===== config.mk =====
export PLATFORM = sky130hd
export DESIGN_NAME = mccu_budget_ctrl
export DESIGN_NICKNAME = d
export VERILOG_FILES = /design/src/rtl/mccu_pkg.sv /design/src/rtl/mccu_core_budget.sv /design/src/rtl/mccu_budget_ctrl.sv
export SDC_FILE = /design/constraint.sdc
export NUM_CORES = 1
export LEC_CHECK = 0
export CORE_MARGIN = 4
export CORE_UTILIZATION = 40
export CTS_BUF_LIST = sky130_fd_sc_hd__clkbuf_4
export DETAILED_ROUTE_END_ITERATION = 12
export GPL_ROUTABILITY_DRIVEN = 1
export GPL_TIMING_DRIVEN = 1
export PLACE_DENSITY_LB_ADDON = 0.1
export SETUP_SLACK_MARGIN = 0.05
export SLEW_MARGIN = 20
export SYNTH_ARGS = -nofsm -noshare
export SYNTH_HDL_FRONTEND = slang
export SYNTH_SLANG_ARGS = --single-unit

===== constraint.sdc =====
create_clock -name clk_i -period 8.2 [get_ports clk_i]
set_input_delay 2.05 -clock clk_i [delete_from_list [all_inputs] [get_ports clk_i]]
set_output_delay 2.05 -clock clk_i [all_outputs]
set_load 0.02 [all_outputs]

===== src/rtl/mccu_pkg.sv =====
// Shared definitions for the MCCU budget sequencer: FSM encoding and default widths.
package mccu_pkg;

    localparam int MCCU_STATE_W  = 2;
    localparam int MCCU_DATA_W   = 32;
    localparam int MCCU_COST_W   = 16;
    localparam int MCCU_PERIOD_W = 32;
    localparam int MCCU_N_CORES  = 2;

    typedef enum logic [MCCU_STATE_W-1:0] {
        MCCU_IDLE = 2'd0,
        MCCU_LOAD = 2'd1,
        MCCU_RUN  = 2'd2
    } mccu_state_e;

endpackage


===== src/rtl/mccu_core_budget.sv =====
// Per-core remaining-budget register with saturating subtract and sticky
// budget-exceeded interrupt.
module mccu_core_budget
    import mccu_pkg::*;
#(
    parameter int DATA_WIDTH = MCCU_DATA_W,
    parameter int COST_WIDTH = MCCU_COST_W
) (
    input  logic                  clk_i,
    input  logic                  rstn_i,
    input  logic                  en,
    input  logic                  load,
    input  logic                  run,
    input  logic [DATA_WIDTH-1:0] quota_init,
    input  logic [COST_WIDTH-1:0] cost,
    input  logic                  irq_clear,
    output logic [DATA_WIDTH-1:0] remaining,
    output logic                  irq
);

    logic [DATA_WIDTH-1:0] cost_ext;
    logic                  over;

    assign cost_ext = {{(DATA_WIDTH-COST_WIDTH){1'b0}}, cost};
    assign over     = cost_ext > remaining;

    always_ff @(posedge clk_i) begin
        if (!rstn_i) begin
            remaining <= '0;
            irq       <= 1'b0;
        end else begin
            if (load)
                remaining <= quota_init;
            else if (run)
                remaining <= over ? '0 : remaining - cost_ext;

            // A fresh overrun outranks a software clear in the same cycle.
            if (run && over)
                irq <= 1'b1;
            else if (en && irq_clear)
                irq <= 1'b0;
        end
    end

endmodule


===== src/rtl/mccu_budget_ctrl.sv =====
// MCCU budget sequencer top: window FSM and period counter driving an array
// of per-core budget trackers.
module mccu_budget_ctrl
    import mccu_pkg::*;
#(
    parameter int DATA_WIDTH   = MCCU_DATA_W,
    parameter int COST_WIDTH   = MCCU_COST_W,
    parameter int PERIOD_WIDTH = MCCU_PERIOD_W,
    parameter int N_CORES      = MCCU_N_CORES
) (
    input  logic                               clk_i,
    input  logic                               rstn_i,
    input  logic                               en_i,
    input  logic                               start_i,
    input  logic                               stop_i,
    input  logic                               auto_reload_i,
    input  logic [PERIOD_WIDTH-1:0]            period_i,
    input  logic [N_CORES-1:0][DATA_WIDTH-1:0] quota_init_i,
    input  logic [N_CORES-1:0][COST_WIDTH-1:0] cost_i,
    input  logic [N_CORES-1:0]                 irq_clear_i,
    output logic [N_CORES-1:0][DATA_WIDTH-1:0] quota_remaining_o,
    output logic [N_CORES-1:0]                 interruption_quota_o,
    output logic                               period_done_o,
    output logic [MCCU_STATE_W-1:0]            state_o
);

    mccu_state_e             state, state_n;
    logic [PERIOD_WIDTH-1:0] cnt, cnt_n;
    logic                    done_q, done_n;
    logic                    load, run;

    always_ff @(posedge clk_i) begin
        if (!rstn_i) begin
            state  <= MCCU_IDLE;
            cnt    <= '0;
            done_q <= 1'b0;
        end else begin
            state  <= state_n;
            cnt    <= cnt_n;
            done_q <= done_n;
        end
    end

    // Everything except the done pulse is gated by en_i; the pulse always
    // falls after one cycle so it cannot stretch while frozen.
    always_comb begin
        state_n = state;
        cnt_n   = cnt;
        done_n  = 1'b0;
        load    = 1'b0;
        run     = 1'b0;
        if (en_i) begin
            case (state)
                MCCU_IDLE: begin
                    if (start_i && !stop_i)
                        state_n = MCCU_LOAD;
                end
                MCCU_LOAD: begin
                    if (!stop_i) begin
                        load    = 1'b1;
                        cnt_n   = period_i;
                        state_n = MCCU_RUN;
                    end
                end
                MCCU_RUN: begin
                    if (!stop_i) begin
                        run = 1'b1;
                        if (cnt != '0) begin
                            cnt_n = cnt - PERIOD_WIDTH'(1);
                            if (cnt == PERIOD_WIDTH'(1)) begin
                                done_n  = 1'b1;
                                state_n = auto_reload_i ? MCCU_LOAD : MCCU_IDLE;
                            end
                        end
                    end
                end
                default: state_n = MCCU_IDLE;
            endcase
            if (stop_i)
                state_n = MCCU_IDLE;
        end
    end

    for (genvar g = 0; g < N_CORES; g++) begin : g_core
        mccu_core_budget #(
            .DATA_WIDTH (DATA_WIDTH),
            .COST_WIDTH (COST_WIDTH)
        ) u_core (
            .clk_i      (clk_i),
            .rstn_i     (rstn_i),
            .en         (en_i),
            .load       (load),
            .run        (run),
            .quota_init (quota_init_i[g]),
            .cost       (cost_i[g]),
            .irq_clear  (irq_clear_i[g]),
            .remaining  (quota_remaining_o[g]),
            .irq        (interruption_quota_o[g])
        );
    end

    assign period_done_o = done_q;
    assign state_o       = state;

endmodule

# --- Word-level counts from Yosys, hierarchy flattened ---
# Cells that the tools add are included.
totals:
  ram_bits: 0
  latch_bits: 0
  output_inout_bits: 69
  reg_bits: 101
  input_bits: 136
  elab_cells: 66
  memories: 0
  rom_bits: 0
op_classes:
  muxes: 26
  addsub: 3
  multipliers: 0
  bitwise: 4
  div: 0
  reduce_logical: 15
  shifts: 0
  magnitude_cmp: 2
  eq_ne: 9
ops:
  columns: ["cell", "n"]
  rows:
  - ["two-way mux 32 bit", 9]
  - ["greater-than comparator 16 x 32 -> 1 bit", 2]
  - ["case mux 32 bit (2 select lines)", 1]
  - ["subtractor 32 x 16 -> 32 bit", 2]
  - ["== test 32 x 1 -> 1 bit, second input constant", 1]
  - ["nonzero test 32 bit", 1]
  - ["subtractor 32 x 1 -> 32 bit, second input constant", 1]
  - ["two-way mux 1 bit", 11]
  - ["inequality test 3 bit, second input constant", 3]
  - ["two-way mux 2 bit", 4]
  - ["nonzero test 2 bit", 4]
  - ["inequality test 2 bit, second input constant", 3]
  - ["case mux 2 bit (3 select lines)", 1]
  - ["logical AND 1 bit", 5]
  - ["AND reduction 5 bit", 1]
  - ["OR reduction 5 bit", 1]
  - ["NOT 1 bit", 4]
  - ["AND reduction 4 bit", 1]
  - ["== test 2 x 1 -> 1 bit, second input constant", 1]
  - ["== test 2 bit, second input constant", 1]
  - ["zero test 2 bit", 1]
  - ["zero test 1 bit", 1]

# --- Longest topological paths before layout ---
depth:
  ltp_word: 5
  depth_mapped: 12
  depth_no_buf: 10

# --- Modules after synthesis ---
# Synthesis repeated with hierarchy kept, for this count alone.
hier_totals:
  cells_unflattened: 1017
  hier_area_um2: 7777.5
by_module_without_submodules:
  columns: ["module", "cells_each", "n_inst", "seq_area_each_um2", "area_per_inst_um2"]
  rows:
  - ["mccu_core_budget", 354, 2, 660.6, 2773.9]
  - ["mccu_budget_ctrl", 309, 1, 700.7, 2229.6]

# --- Least setup slack after synthesis ---
# No wires, ideal clock.
synth_timing:
  path_type: "input to register"
  from: "input cost_i[0] in the netlist's numbering"
  to: "register g_core[0].u_core.remaining[30]"
  cell_stages: 11
  setup_slack_ns: 3.771
  arrival_ns: 4.353
  required_ns: 8.124
  cell_sequence: "ha_1 fa_1 nor2b_1 o31ai_1 a211oi_1 o211ai_1 a21oi_1 clkbuf_1 nand2_1 buf_2 o22ai_1"
synth_via:
  elab_chain_len: 4
  elab_cells_between_ends: 5
  cone_classes: "1 x add/sub; 1 x order compare; 3 x mux"
synth_lines:
  columns: ["item", "line", "rtl"]
  rows:
  - ["from (decl)", "mccu_budget_ctrl.sv:19", "input logic [N_CORES-1:0][COST_WIDTH-1:0] cost_i,"]
  - ["subtractor 32 x 16 -> 32 bit / greater-than comparator 16 x 32 -> 1 bit (equally long branches)", "mccu_core_budget.sv:35, mccu_core_budget.sv:25", null]
  - ["two-way mux 32 bit *", "mccu_core_budget.sv:35", "remaining <= over ? '0 : remaining - cost_ext;"]
  - ["two-way mux 32 bit *", "mccu_core_budget.sv:34", "else if (run)"]
  - ["two-way mux 32 bit *", "mccu_core_budget.sv:32", "if (load)"]
  - ["to (signal assigned)", "mccu_core_budget.sv:33", "remaining <= quota_init;"]
  - ["to (signal assigned)", "mccu_core_budget.sv:35", null]
  - ["to (decl)", "mccu_core_budget.sv:17", "output logic [DATA_WIDTH-1:0] remaining,"]
# Mark *: on every way between the ends. The rest lies on a longest branch, timed or not. The select of a mux whose other input is x is not followed.
# A chain may end at the register's enable or synchronous reset.

# --- Worst setup path after layout ---
layout_timing:
  from: "input cost_i[0] in the netlist's numbering"
  to: "register g_core[0].u_core.remaining[14]"
# Same word-level chain as after synthesis.

==> impl_metrics.ini <==
[outcome]
status = completed

[clock_tree]
htreeDepth = 3
cts_made_buffers = 9
postCtsSetupBuffers = 0
clkTransAtPathRegs_ns = 0.17
cts_sinks = 101
cts_tree = done
clock_path_buffers = 2
postCtsHoldBufs = 0
cts_root_buffer = clkbuf_4
insertion_delay_ns = 0.50
cts_resized = 0

[cells_and_area]
finalNetCount = 1377
drive_gt1_frac = 0.0456
fillers = 1798
final_cells = 1438
syn2layout_area_growth_pct = 31.2

[power_and_ir_drop]
p_leak_nw = 4.02
power_w = 0.00103
power_frac_seq = 0.489
switching_share = 0.285
internal_power_w = 0.000733
p_sw_w = 0.000292
ir_drop_mv = 0.0801
clkPwrFrac = 0.301
combPwrFrac = 0.210
powerDensity_nw_per_um2 = 104

[place]
place.gp.congestion = 0.906
placedCellCount = 1420
post-dp-hpwl_mm = 18.2
io_buffer_count = 204

[synthesis]
synth_top_area_frac = 0.270
syn_inst = 1039
ys_seq_elements = 101
yosys.area.top_type = dfxtp_1
synthArstFlopShare = 0
synth_sequential_area_ratio = 0.270
synthTopCellsByCount = 112 x nand2_1, 101 x dfxtp_1, 98 x a21oi_1
yosysWarnings = 0
synth-edff-count = 0
yosysMostFrequentCell = nand2_1
synth.cell_area_um2 = 7500
synthesis.nets = 1214
syn_area_per_cell_um2 = 7.22
synth_cell_type_count = 74
synth_top_flop_cell = dfxtp_1
ys_top_cells_by_area = dfxtp_1 27%, a21oi_1 6.5%, ha_1 6.2%

[die]
rows = 49
pin_count = 205
die_width_um = 145
initial_utilization = 0.412
die_h_um = 145
core_um2 = 18200
die_area_um2 = 21000

[route]
ant_nets = 0
wl_per_cell_um = 17.7
drt-initial-drc-count = 559
top_layer_used = met5
avgViaCountPerCell = 5.84
wl_met2_mm = 11.4
vias = 8403
drt-pass1-iter-count = 6
routed_wl_mm = 25.5
drc_errors = 0
met3_length_mm = 1.93
met1_length_mm = 11.6

[worst_setup_path]
path_cells = clkdlybuf4s50_1, ha_1, fa_1, nor2b_1, o31ai_1, a211oi_1, o211ai_1, a21oi_1, nand2_1, o32ai_1
critPathSlowestCell = a211oi_1
start_kind = primary input
worstPathArrival_ns = 5.56
path_max_fanout = 15
worstPathRequired_ns = 8.61
critical_path_class = in -> reg
worst-r2r-setup-slack_ns = 4.62
crit_path_max_incr_delay_ns = 0.59
critPathCaptureType = register

[timing]
period_needed_ns = 5.16
slew_headroom = 0.293
timing.final.crit_share = 0.629
finalHoldViolCount = 0
setup_violations = 0
worst_pin_slew_ns = 1.06
drv_slew = 0
max_freq_ghz = 0.194
setup_tns_ns = 0
skew_ns = 0.0201
rsz0062_at_grt = no

[grt]
grt_pass1_wl_mm = 41.4
grt_pass1_vias = 8003
grt_overflow_total = 0
grt_usage = 0.235
grt_max_degree = 91
antenna_found_initial = 2

[run]
drv_cap = 0

[worst_hold_path]
hp-class = reg -> reg
## metal layers
metal,GRT usage,vias up
met5,0,-
met4,0.0613,2
met3,0.0645,40
met2,0.375,283
met1,0.314,3910
li1,-,4168
## registers in the layout (all words and copies together) (netlist names)
name / count
cnt: 32
g_core.u_core.irq: 2
g_core.u_core.remaining: 64
period_done_o: 1
state_o: 2
## critical path, delay by kind of cell
family | cells | cell delay [ns]
compound gates | 5 | 1.79
fa+ha+maj | 2 | 0.64
buf+inv | 1 | 0.43
simple gates | 2 | 0.65
## layout make-up
class                      count  area (µm²)  share of cell area
multi-input combinational    825        5050               0.513
inverter                      49         184              0.0187
sequential                   101        2020               0.205
timing repair buffer         216        2130               0.217
tap                          229         287              0.0291
clock buffer                   9        67.6             0.00687
antenna                        2        5.00            0.000509
clock inverter                 7        90.1             0.00916
## final timing paths
path / startpoint / endpoint / cells after the start
worst max-delay path: cost_i[0] / g_core[0].u_core.remaining[14] / 10
worst min-delay path: cnt[19] / cnt[19] / 2
worst min register to register: cnt[19] / cnt[19] / 2
worst max register to register: g_core[0].u_core.remaining[0] / g_core[0].u_core.remaining[14] / 10
## cell families after synthesis
| family | count (synthesis) | synth area share |
|---|---|---|
| AO/OA/AOI/OAI | 355 | 0.300 |
| adder cells (fa/ha/maj) | 39 | 0.0671 |
| multiplexers | 1 | 0.00133 |
| AND/OR/NAND/NOR | 398 | 0.264 |
| flip-flops | 101 | 0.270 |
| XOR/XNOR | 32 | 0.0374 |
| buffers and inverters | 113 | 0.0604 |
## placed cells by master (no fill, tap or decap), types with 6 or more instances in the layout
cell             Yosys  layout
clkdlybuf4s50_1      0     204
nand2_1            112     111
dfxtp_1            101     101
a21oi_1             98      98
nor2_1              83      83
o21ai_0             64      64
nand3_1             56      56
inv_1               48      48
ha_1                37      37
a31oi_1             36      36
and3_1              33      33
nor3_1              22      22
o22ai_1             20      20
xor2_1              19      19
a211oi_1            18      18
nor4_1              17      17
a21o_1              16      16
o21a_1              14      14
or3_1               13      13
xnor2_1             13      13
o31ai_1             12      12
buf_4                2      12
nand4_1              9       9
a22oi_1              9       9
clkbuf_4             0       9
nand2b_1             9       8
o211ai_1             7       7
o32ai_1              6       6
## power groups by stage
stage                     Clock (W)  Combinational, W  Sequential, W
after floorplan                   0          0.000107       0.000515
after global placement            0          0.000214       0.000511
after detailed placement          0          0.000214       0.000512
after CTS                  0.000320          0.000216       0.000501
after global routing       0.000334          0.000236       0.000502
final                      0.000308          0.000216       0.000501
## metrics by stage
stage / instance area, µm² / hold slack, ns / setup slack (ns) / util
2_1_floorplan: 7500 / 0.432 / 3.77 / -
3_3_place_gp: 9670 / 0.445 / 2.59 / 0.531
3_5_place_dp: 9680 / 0.446 / 2.54 / 0.531
4_1_cts: 9830 / 0.467 / 3.10 / 0.540
5_1_grt: 9840 / 0.505 / 2.80 / 0.540
6_report: 9840 / 0.463 / 3.04 / 0.540
Power figures use the tool's default switching activity.
==> edit 1 (config.mk and constraints unchanged) <==
Change the package constant `MCCU_PERIOD_W` from 32 to 64.
--- a/src/rtl/mccu_pkg.sv
+++ b/src/rtl/mccu_pkg.sv
@@ -4,7 +4,7 @@
     localparam int MCCU_STATE_W  = 2;
     localparam int MCCU_DATA_W   = 32;
     localparam int MCCU_COST_W   = 16;
-    localparam int MCCU_PERIOD_W = 32;
+    localparam int MCCU_PERIOD_W = 64;
     localparam int MCCU_N_CORES  = 2;
 
     typedef enum logic [MCCU_STATE_W-1:0] {
Ports: changed (resized period_i); port bits go from 205 to 237. The function was not compared with the original's and may differ.
==> edit 1 against the unedited design <==
- via count is 23% higher
- worst hold slack better by 0.0074 ns
- cell area is 22% higher
- routed wire length is 27% higher
- setup slack better by 0.075 ns
- sequential cell count is 32 higher
- combinational power is 91% higher
- non-clock buffer count is 28 higher
- clock skew is 0.011 ns higher
- total power is 51% higher
- synthesized area is 23% higher
- first-iteration DRC count is 51% higher
==> edit 1: results (changes against the unedited design) <==
GP Congestion=0.910 (+0.40%); All-Layer GR Usage=24.2% (+0.80 points); share of synthesized cell area in full adder, half adder and majority cells=5.31% (-1.4 points); Post-Synth XOR/XNOR Area=2.66% (-1.1 points); Net Sw Power=529 µW (+81%); DR iter-0 viols=845 (+51%); layout cells sized above 1=4.56% (+0.0076 points); final net count=1639 (+19%); largest net degree at the start of global routing=87 (-4.4%); clock slew at reported path FFs=0.11 ns (-0.06 ns); leakage dissipation=4.77 nW (+19%); pre-CTS setup slack=2.58 ns (+0.0391 ns); top cells by count, synth=141 x nor2_1, 133 x dfxtp_1, 107 x nand2_1, 107 x o21ai_0, 94 x a21oi_1; H-tree Lvls=4 (+1); Worst slew margin=30.7% (+1.5 points); largest cells by area after synthesis=dfxtp_1 29%, o21ai_0 5.8%, nor2_1 5.7%, a21oi_1 5.1%, ha_1 4.9%; VDD IR max=78.2 µV (-2.3%); syn nets=1459 (+20%); Num CTS Buffers=17 (+8); sequential share of the synthesized area=28.8% (+1.9 points); Setup Skew=0.0314 ns (+0.0113 ns); post-synthesis mux area share=0.325% (+0.19 points); first-pass GRT wire length=51.6 mm (+25%); ys flop type=dfxtp_1; post-synthesis compound-gate area fraction=31.6% (+1.6 points); initial antenna violation count=1 (-1); critical path fanouts, max=47 (+32); DP HPWL=23.0 mm (+26%); worst-skew pair later-pin latency=0.58 ns (+0.08 ns); biggest regs=cnt (64), g_core.u_core.remaining (64); vias in the first global route=9845 (+23%); drt pass-1 iters=8 (+2); Worst Path Arrival=5.51 ns (-0.05 ns); IO buf count=236 (+16%); Netlist cell types=76 (+2.7%); status=complete, no violations; GRT overflow=0 (unchanged); routed len/inst=18.7 µm (+5.4%); vias after detailed routing=10350 (+23%)
edit 1: changes by cell type in the layout (fill, tap and decap cells not counted), moves of 17 or more:
cell | unedited run | this run
o21ai_0 | 64 | 107
dfxtp_1 | 101 | 133
and3_1 | 33 | 10
nor3_1 | 22 | 52
nand3_1 | 56 | 39
a222oi_1 | 0 | 24
clkdlybuf4s50_1 | 204 | 235
or4_1 | 3 | 20
nor2_1 | 83 | 140
a22oi_1 | 9 | 27
edit 1: routing by layer:
| metal | global-route usage, % | wire length [µm] | vias up |
|---|---|---|---|
| li1 | - | - | 5056 |
| met1 | 33.6 | 14900 | 4823 |
| met2 | 37.6 | 14200 | 410 |
| met3 | 4.80 | 2290 | 61 |
| met4 | 8.76 | 926 | 0 |
| met5 | 0 | 0 | - |
edit 1: through the flow:
step | area (µm²) | hold slack [ns] | util, % | cells
finish | 12000 | 0.470 | 52.8 | 1732
global route | 12000 | 0.500 | 52.8 | 1732
CTS | 12000 | 0.474 | 52.8 | 1731
detailed placement | 11700 | 0.458 | 51.5 | 1699
global placement | 11700 | 0.447 | 51.5 | 1699
floorplan | 9240 | 0.432 | - | 1253
edit 1: area by class of cell:
| cell class | instances | area, µm² |
|---|---|---|
| Tap cell | 285 | 357 |
| Sequential cell | 133 | 2660 |
| Clock inverter | 14 | 153 |
| Multi-Input combinational cell | 984 | 6060 |
| Fill cell | 2230 | 10700 |
| Clock buffer | 18 | 135 |
| Inverter | 53 | 199 |
| Antenna cell | 1 | 2.50 |
| Timing Repair Buffer | 244 | 2420 |
edit 1: critical path, stage by stage:
cell and delay (ns):
clkdlybuf4s50_1 0.55, nor2b_1 0.29, and3b_2 0.94, nor2_4 0.05
a31oi_4 0.66, buf_4 0.51, o21ai_0 0.17, a22oi_1 0.18
nor2_1 0.06
edit 1: final timing paths:
kind | startpoint | end | slack, ns | depth (start not counted)
min reg2reg | cnt[56] | cnt[56] | 0.47 | 2
max reg2reg | cnt[41] | cnt[23] | 4.29 | 7
min | cnt[56] | cnt[56] | 0.47 | 2
max | en_i | cnt[25] | 3.12 | 9
edit 1: power by group through the flow:
stage	clock network [mW]	logic, mW	registers, mW
6_report	0.471	0.413	0.667
4_1_cts	0.482	0.409	0.667
3_3_place_gp	0	0.405	0.681
2_1_floorplan	0	0.235	0.683
3_5_place_dp	0	0.407	0.681
5_1_grt	0.504	0.454	0.669
edit 1: cells by family (layout without fill, tap and decap cells):
logic type               Yosys count  count (layout)
AO/OA/AOI/OAI                    438             438
flip-flops                       133             133
AND/OR/NAND/NOR                  477             477
XOR/XNOR                          28              28
multiplexers                       3               3
adder cells (fa/ha/maj)           38              38
buffers and inverters            136             329
other                              0               1
==> edit 2 (same settings) <==
Made on the original files. The output `period_done_o` loses its register stage (`done_q` becomes a continuous assignment).
--- a/src/rtl/mccu_budget_ctrl.sv
+++ b/src/rtl/mccu_budget_ctrl.sv
@@ -33,13 +33,13 @@
         if (!rstn_i) begin
             state  <= MCCU_IDLE;
             cnt    <= '0;
-            done_q <= 1'b0;
         end else begin
             state  <= state_n;
             cnt    <= cnt_n;
-            done_q <= done_n;
         end
     end
+
+    assign done_q = done_n;
 
     // Everything except the done pulse is gated by en_i; the pulse always
     // falls after one cycle so it cannot stretch while frozen.
Behaviour: not the same (Yosys sat finds a counterexample within 4 cycles, from zero or initial values and one cycle with rstn_i low).
==> edit 2 against the unedited design <==
- setup slack got worse by 0.90 ns
- total power rose by 6.2%
- routed wire length fell by 2.0%
- sequential cell count fell by 1
- synthesized area fell by 0.90%
- clock skew fell by 0.0049 ns
- cell area fell by 0.64%
- register-to-register slack improved by 0.37 ns
- via count fell by 0.25%
- largest power group unchanged
==> edit 2: results (changes against the unedited design) <==
status=complete, no violations; Worst Path Arrival=4.01 ns (-1.55 ns); met3 wire length=2.02 mm (+4.6%); dpl cell area=0.00962 mm² (-0.61%); slowest stage cell, crit path=clkdlybuf4s50_1; post-synthesis compound-gate area fraction=32.3% (+2.3 points); crit-path max cell delay=0.62 ns (+0.03 ns); leakage dissipation=3.83 nW (-4.5%); drt pass-1 iters=5 (-1); clock slew at reported path FFs=0.15 ns (-0.02 ns); layout cells sized above 1=3.93% (-0.62 points); first-pass GRT wire length=39.2 mm (-5.3%); Setup Skew=0.0152 ns (-0.00486 ns); syn nets=1176 (-3.1%); WL met2=11.4 mm (+0.48%); Via-to-Cell Ratio=5.99 (+2.5%); top cells by count, synth=102 x nor2_1, 100 x dfxtp_1, 94 x nand2_1; met3 Use GR=5.39% (-1.1 points); Sw Share=30.6% (+2.0 points); Flop pwr share=46.3% (-2.6 points); pre-CTS setup slack=2.17 ns (-0.370 ns); post-synthesis mux area share=0.539% (+0.41 points); global-route track usage on met1=30.6% (-0.83 points); largest net degree at the start of global routing=62 (-32%); final net count=1339 (-2.8%); Post-Synth XOR/XNOR Area=3.77% (+0.034 points); GP Congestion=0.923 (+1.9%); sequential share of the synthesized area=26.9% (about the same); Worst slew margin=26.2% (-3.1 points); M1 wire length=11.1 mm (-4.4%); largest cells by area after synthesis=dfxtp_1 27%, ha_1 6.2%, a21oi_1 5.4%, nor2_1 5.2%, nand2_1 4.7%
## edit 2: cells by family after synthesis
kind of cell | count (synthesis)
AO/OA/AOI/OAI | 352
XOR/XNOR | 32
adder cells (fa/ha/maj) | 39
buffers and inverters | 113
flip-flops | 100
multiplexers | 4
AND/OR/NAND/NOR | 361
## edit 2: cell type report
type / count / area [µm²]
Fill cell: 1753 / 8370
Multi-Input combinational cell: 788 / 5030
Timing Repair Buffer: 212 / 2100
Sequential cell: 100 / 2000
Tap cell: 229 / 287
Inverter: 53 / 199
Clock inverter: 6 / 78.8
Clock buffer: 10 / 75.1
Antenna cell: 2 / 5.00
## edit 2: path summary, 6_finish.rpt
check                           cells past startpoint                             end  slack [ns]                          start
worst max register to register                     10  g_core[0].u_core.remaining[31]        4.99  g_core[0].u_core.remaining[0]
worst min-delay path                                2            g_core[1].u_core.irq        0.47           g_core[1].u_core.irq
worst min register to register                      2            g_core[1].u_core.irq        0.47           g_core[1].u_core.irq
worst max-delay path                                5                   period_done_o        2.14                           en_i
